`src/rtl/video_pkg.sv`:
```
// video_pkg: shared raster-timing definitions for the HDMI transmit path.
//   - DEF_* : 640x480@60 timing constants (pixels / lines)
//   - timing_t : bundle of the three raw timing strobes (de, hs, vs)
//   - total_of() : sums the four segments of a horizontal or vertical period
package video_pkg;

    localparam int unsigned DEF_H_ACTIVE = 640;
    localparam int unsigned DEF_H_FP     = 16;
    localparam int unsigned DEF_H_SYNC   = 96;
    localparam int unsigned DEF_H_BP     = 48;
    localparam int unsigned DEF_V_ACTIVE = 480;
    localparam int unsigned DEF_V_FP     = 10;
    localparam int unsigned DEF_V_SYNC   = 2;
    localparam int unsigned DEF_V_BP     = 33;

    // Widest period the 12-bit x/y counters can represent
    localparam int unsigned MAX_TOTAL = 4096;

    typedef struct packed {
        logic de;
        logic hs;
        logic vs;
    } timing_t;

    function automatic int unsigned total_of(input int unsigned active, input int unsigned fp,
                                             input int unsigned sync, input int unsigned bp);
        return active + fp + sync + bp;
    endfunction

endpackage

```
`src/rtl/sync_delay.sv`:
```
// sync_delay: PIPE-deep shift register of timing_t, advancing only when ce is high.
//   clk, resetn : clock and asynchronous active-low reset (stages clear to deasserted)
//   ce          : pixel-rate enable; the line shifts by one stage per enabled cycle
//   din / dout  : raw timing in, delayed timing out
// With PIPE = 0 the block collapses to a plain wire.
module sync_delay
    import video_pkg::*;
#(
    parameter int unsigned PIPE = 0
) (
    input  logic    clk,
    input  logic    resetn,
    input  logic    ce,
    input  timing_t din,
    output timing_t dout
);

    if (PIPE == 0) begin : g_wire
        // Clock/reset/enable are intentionally unused in the zero-depth case
        logic unused_ctrl;
        assign unused_ctrl = clk ^ resetn ^ ce;
        assign dout = din;
    end else begin : g_shift
        timing_t stage [PIPE];

        always_ff @(posedge clk or negedge resetn) begin
            if (!resetn) begin
                for (int i = 0; i < int'(PIPE); i++) begin
                    stage[i] <= '0;
                end
            end else if (ce) begin
                stage[0] <= din;
                for (int i = 1; i < int'(PIPE); i++) begin
                    stage[i] <= stage[i-1];
                end
            end
        end

        assign dout = stage[PIPE-1];
    end

endmodule

```
`src/rtl/hdmi_timing_gen.sv`:
```
// hdmi_timing_gen: raster timing generator and registered pixel output for the HDMI path.
//   clk, resetn        : single system clock, asynchronous active-low reset
//   pix_ce             : pixel-rate enable, one pixel step per enabled cycle
//   r, g, b            : colour returned by the upstream picture stage for (x, y)
//   x, y               : current horizontal / vertical count (counter registers)
//   hdmi_d             : {r,g,b} while active, 0 while blanked
//   hdmi_de            : data enable
//   hdmi_hs, hdmi_vs   : syncs, pin level equals HS_POL / VS_POL while asserted
//   frame_start        : one-clock pulse after the counters wrap to (0,0)
// The raw strobes are delayed by PIPE pixel steps to line up with an upstream stage of
// PIPE steps latency, then registered together with the sampled colour.
module hdmi_timing_gen
    import video_pkg::*;
#(
    parameter int unsigned H_ACTIVE = DEF_H_ACTIVE,
    parameter int unsigned H_FP     = DEF_H_FP,
    parameter int unsigned H_SYNC   = DEF_H_SYNC,
    parameter int unsigned H_BP     = DEF_H_BP,
    parameter int unsigned V_ACTIVE = DEF_V_ACTIVE,
    parameter int unsigned V_FP     = DEF_V_FP,
    parameter int unsigned V_SYNC   = DEF_V_SYNC,
    parameter int unsigned V_BP     = DEF_V_BP,
    parameter bit          HS_POL   = 1'b0,
    parameter bit          VS_POL   = 1'b0,
    parameter int unsigned PIPE     = 0
) (
    input  logic        clk,
    input  logic        resetn,
    input  logic        pix_ce,
    input  logic [7:0]  r,
    input  logic [7:0]  g,
    input  logic [7:0]  b,
    output logic [11:0] x,
    output logic [11:0] y,
    output logic [23:0] hdmi_d,
    output logic        hdmi_de,
    output logic        hdmi_hs,
    output logic        hdmi_vs,
    output logic        frame_start
);

    localparam int unsigned H_TOTAL = total_of(H_ACTIVE, H_FP, H_SYNC, H_BP);
    localparam int unsigned V_TOTAL = total_of(V_ACTIVE, V_FP, V_SYNC, V_BP);

    if (H_TOTAL > MAX_TOTAL || V_TOTAL > MAX_TOTAL) begin : g_size_check
        $error("hdmi_timing_gen: H_TOTAL and V_TOTAL must not exceed 4096");
    end

    localparam logic [11:0] H_LAST = 12'(H_TOTAL - 1);
    localparam logic [11:0] V_LAST = 12'(V_TOTAL - 1);

    // Decode bounds are 13 bits wide so a 4096-wide segment edge stays representable
    localparam logic [12:0] H_DE_END = 13'(H_ACTIVE);
    localparam logic [12:0] H_HS_BEG = 13'(H_ACTIVE + H_FP);
    localparam logic [12:0] H_HS_END = 13'(H_ACTIVE + H_FP + H_SYNC);
    localparam logic [12:0] V_DE_END = 13'(V_ACTIVE);
    localparam logic [12:0] V_VS_BEG = 13'(V_ACTIVE + V_FP);
    localparam logic [12:0] V_VS_END = 13'(V_ACTIVE + V_FP + V_SYNC);

    // ---------------------------------------------------------------- counters
    logic [11:0] h_q, h_d;
    logic [11:0] v_q, v_d;
    logic        h_wrap, v_wrap;
    logic        frame_start_d;

    always_comb begin
        h_wrap = (h_q == H_LAST);
        v_wrap = (v_q == V_LAST);
        h_d    = h_wrap ? 12'd0 : h_q + 12'd1;
        v_d    = v_q;
        if (h_wrap) begin
            v_d = v_wrap ? 12'd0 : v_q + 12'd1;
        end
        // Pulse is produced only by a real wrap, so leaving reset at (0,0) gives none
        frame_start_d = pix_ce & h_wrap & v_wrap;
    end

    always_ff @(posedge clk or negedge resetn) begin
        if (!resetn) begin
            h_q <= 12'd0;
            v_q <= 12'd0;
        end else if (pix_ce) begin
            h_q <= h_d;
            v_q <= v_d;
        end
    end

    // Registered every clock (not gated) so the pulse lasts exactly one clk cycle
    always_ff @(posedge clk or negedge resetn) begin
        if (!resetn) begin
            frame_start <= 1'b0;
        end else begin
            frame_start <= frame_start_d;
        end
    end

    assign x = h_q;
    assign y = v_q;

    // ---------------------------------------------------------------- raw timing
    timing_t raw;
    timing_t dly;
    logic [12:0] h_ext, v_ext;

    always_comb begin
        h_ext  = {1'b0, h_q};
        v_ext  = {1'b0, v_q};
        raw.de = (h_ext < H_DE_END) && (v_ext < V_DE_END);
        raw.hs = (h_ext >= H_HS_BEG) && (h_ext < H_HS_END);
        raw.vs = (v_ext >= V_VS_BEG) && (v_ext < V_VS_END);
    end

    sync_delay #(
        .PIPE (PIPE)
    ) u_sync_delay (
        .clk    (clk),
        .resetn (resetn),
        .ce     (pix_ce),
        .din    (raw),
        .dout   (dly)
    );

    // ---------------------------------------------------------------- output register
    always_ff @(posedge clk or negedge resetn) begin
        if (!resetn) begin
            hdmi_d  <= 24'h0;
            hdmi_de <= 1'b0;
            hdmi_hs <= ~HS_POL;
            hdmi_vs <= ~VS_POL;
        end else if (pix_ce) begin
            hdmi_de <= dly.de;
            hdmi_d  <= dly.de ? {r, g, b} : 24'h0;
            // XNOR with polarity: pin reads POL while asserted, !POL otherwise
            hdmi_hs <= ~(dly.hs ^ HS_POL);
            hdmi_vs <= ~(dly.vs ^ VS_POL);
        end
    end

endmodule

```
`config.mk`:
```
export PLATFORM = sky130hd
export DESIGN_NAME = hdmi_timing_gen
export DESIGN_NICKNAME = d
export VERILOG_FILES = /design/src/rtl/video_pkg.sv /design/src/rtl/sync_delay.sv /design/src/rtl/hdmi_timing_gen.sv
export SDC_FILE = /design/constraint.sdc
export NUM_CORES = 1
export LEC_CHECK = 0
export ABC_AREA = 1
export BUFFER_PORTS_ARGS = -buffer_cell sky130_fd_sc_hd__buf_2
export CAP_MARGIN = 5
export CORE_ASPECT_RATIO = 0.8
export CORE_MARGIN = 1
export CORE_UTILIZATION = 45
export DETAILED_ROUTE_END_ITERATION = 16
export PLACE_DENSITY = 0.71
export SLEW_MARGIN = 15
export SYNTH_ARGS = -nofsm -noshare
export SYNTH_HDL_FRONTEND = slang
export SYNTH_SLANG_ARGS = --single-unit
```
`constraint.sdc`:
```
create_clock -name clk -period 3.1 [get_ports clk]
set_input_delay 0.31 -clock clk [delete_from_list [all_inputs] [get_ports clk]]
set_output_delay 0.31 -clock clk [all_outputs]
set_load 0.01 [all_outputs]
```
==> impl_results.md <==
* Outcome: finished clean
* CTS HTree Levels at 2
* Reg clk slew, reported paths at 0.10 ns
* CTS buffer count at 5
* Max-Cap Viols at 0
* Most frequent cells in the layout: 78 x buf_2, 77 x nand2_1, 52 x inv_1
* Crit Path Class: reg -> reg
* Clk_lat worst skew at just over 0.3 ns
* Post-synth net total at 345
* CTS sink cnt at between 50 and 60
* Startpoint types: flop
* Die Area at between 6000 and 7000 um^2
* Synthesis warning total at 0
* WP data required at between 3 and 4 ns
* Final WL at approximately 5900 um
* Die Y at slightly above 70 um
* Endpoints failing setup at 0
* Setup crit end kind: flop
* Synthesized cell area at between 2000 and 3000 um^2
* Asr flop ratio synth at 100.0%
* Hpwl dp at around 4400 um
* Final Hold Viols at 0
* Crit path max fanout at 25
* Via count at between 2000 and 2500
* Worst-Margin Slew at between 0.6 and 0.7 ns
* Max Clock Skew at approximately 0.009 ns
* Fillcell total at about 550
* Slew HR at between 50% and 60%
* Largest net degree at the start of global routing at 31
* Seq cells post-synth at 52
* Fin Setup TNS at 0 ns
* Total track usage at between 20% and 30%
* GPL Wtd Cong at between 0.8 and 0.9
* Post-cts hold buffer count at 0
* Io pins at ~80
* Seq/Total Area, Yosys at about half
* N_diodes at 0
* Core area at about 5600 um^2
* Max Freq at roughly 520 MHz
* Worst r2r src: y[11]$_DFFE_PN0P_
* Initial antenna violation count at 0
* First-pass DRT Iterations at 4
* Netlist cell types at 32
* I/O Buffers at 78
* Static Leakage at roughly 1.8 nW
* Syn_area_per_cell at around 8.5 um^2
* Gate Count Post-Synth at approximately 310
* Period utilization at 61.53%
* Antenna viol nets, final at 0
* # DRC at 0
* Vias in the first global route at 2074
* Critical Path AT at roughly 2.1 ns
* Share of cells above drive strength 1 at 32.74%
* Routed vias/inst at just under 5
* Pwr/cell area at a little under 500 nW/um^2
* Maximum vdd drop at between 0.2 and 0.3 mV
* First-pass GRT wire length at between 9000 and 10000 um
* GR Overflow Total at 0
* Initial core utilization at between 40 and 50%
* CP Launch Point: y[11]$_DFFE_PN0P_
* Number of synthesized flops with an enable pin at 0
* Commonest non-fill, non-tap cell in the layout: buf_2
* Post-CTS sizing at 0
* Total power at ~0.0016 W
* RSZ-0062 raised after global routing: false
* Min Tclk post-route at about 1.9 ns
* Initial DRC count at just under 60
* CTS tree: done
* Layout area overhead at 21.24%
* Hold Crit Class: in -> async
* Post CTS Setup Buffer Count at 0
* DR WL/cell at between 10 and 15 um
* Slew Viols, Final at 0
* # rows at 24
* Top FF cell, synth: dfrtp_1
* Die W at between 80 and 90 um
* Clock root cell: clkbuf_8
* Max clock buf depth at 2
* Final net count at roughly 420
[worst paths after layout]
kind,end,depth (start not counted),slack (ns)
min reg2reg,hdmi_d[12]$_DFFE_PN0P_,2,0.48
max,hdmi_d[2]$_DFFE_PN0P_,5,1.19
max reg2reg,hdmi_d[2]$_DFFE_PN0P_,5,1.19
min,y[8]$_DFFE_PN0P_,1,0.01
max in group asynchronous,hdmi_vs$_DFFE_PN1P_,2,2.29
min in group clk,hdmi_d[5]$_DFFE_PN0P_,3,0.23
[metrics by stage]
step	cell area, um^2	util (%)	hold WS, ns	instances	worst slack [ns]
6_report	3228	57.80	0.01087	472	1.193
5_1_grt	3228	57.80	0.06648	472	0.9840
4_1_cts	3228	57.80	0.03708	472	1.173
3_5_place_dp	3102	55.53	0.3813	464	0.9437
3_3_place_gp	3102	55.53	0.3723	464	1.052
2_1_floorplan	2663	-	0.01441	314	1.748
[state kept, by name (all words and copies together) (netlist names)]
name / flops
y: 12
frame_start: 1
hdmi_vs: 1
hdmi_hs: 1
hdmi_d: 24
x: 12
hdmi_de: 1
[cells in the mapped netlist, types with 3 or more instances]
| library cell | instances | share of area (%) |
|---|---|---|
| nand2_1 | 77 | 11 |
| inv_1 | 52 | 7.3 |
| dfrtp_1 | 50 | 47 |
| nor2_1 | 19 | 2.7 |
| o21ai_2 | 19 | 6.3 |
| nand3_1 | 14 | 2.6 |
| nor3_1 | 9 | 1.7 |
| xor2_1 | 9 | 3.0 |
| o21ai_0 | 8 | 1.5 |
| nand4_1 | 7 | 1.6 |
| inv_2 | 6 | 0.85 |
| nor2_2 | 5 | 1.2 |
| o21ai_1 | 5 | 0.94 |
| ha_1 | 4 | 1.9 |
| nor3_2 | 4 | 1.5 |
| buf_2 | 3 | 0.56 |
| buf_6 | 3 | 1.3 |
[logic make-up after synthesis]
group,synth area share (%)
DFF,48.97
xor gates and xnor gates,3.290
AOI/OAI and AO/OA,10.29
buffers and inverters,10.29
and+or+nand+nor,25.28
adders and majority gates,1.880
[worst max-delay path: stages, from the launching register on]
cell and delay [ns]:
dfrtp_1 0.45, nor2_2 0.21, nand2_1 0.07, nor2_1 0.14, nand3_2 0.55, o21ai_0 0.38
[report_power, final]
group / total, W / leakage, nW / switching [W] / internal, W
combinational: 0.000300 / 1.04 / 0.000189 / 0.000111
clock: 0.000514 / 0.0645 / 0.000229 / 0.000285
sequential: 0.000792 / 0.674 / 0.0000623 / 0.000730
total: 0.00161 / 1.78 / 0.000480 / 0.00113
[metal layers]
metal	GRT usage (%)	vias to the layer above	share of wire, %	wire length (um)
met5	0	-	0	0
met4	4.372	0	0.81	48
met3	4.667	5	6.0	355
met2	30.58	64	44	2621
met1	29.92	1063	49	2897
li1	-	1136	-	-
[layout make-up]
cell class	instances	area, um^2	share of cell area (%)
Inverter	58	217.7	6.744
Tap cell	78	97.59	3.023
Clock inverter	1	30.03	0.9302
Sequential cell	52	1304	40.39
Multi-Input combinational cell	197	1085	33.60
Clock buffer	7	96.34	2.984
Timing Repair Buffer	79	397.9	12.33
No activity file was read; power rests on OpenSTA's default activity.
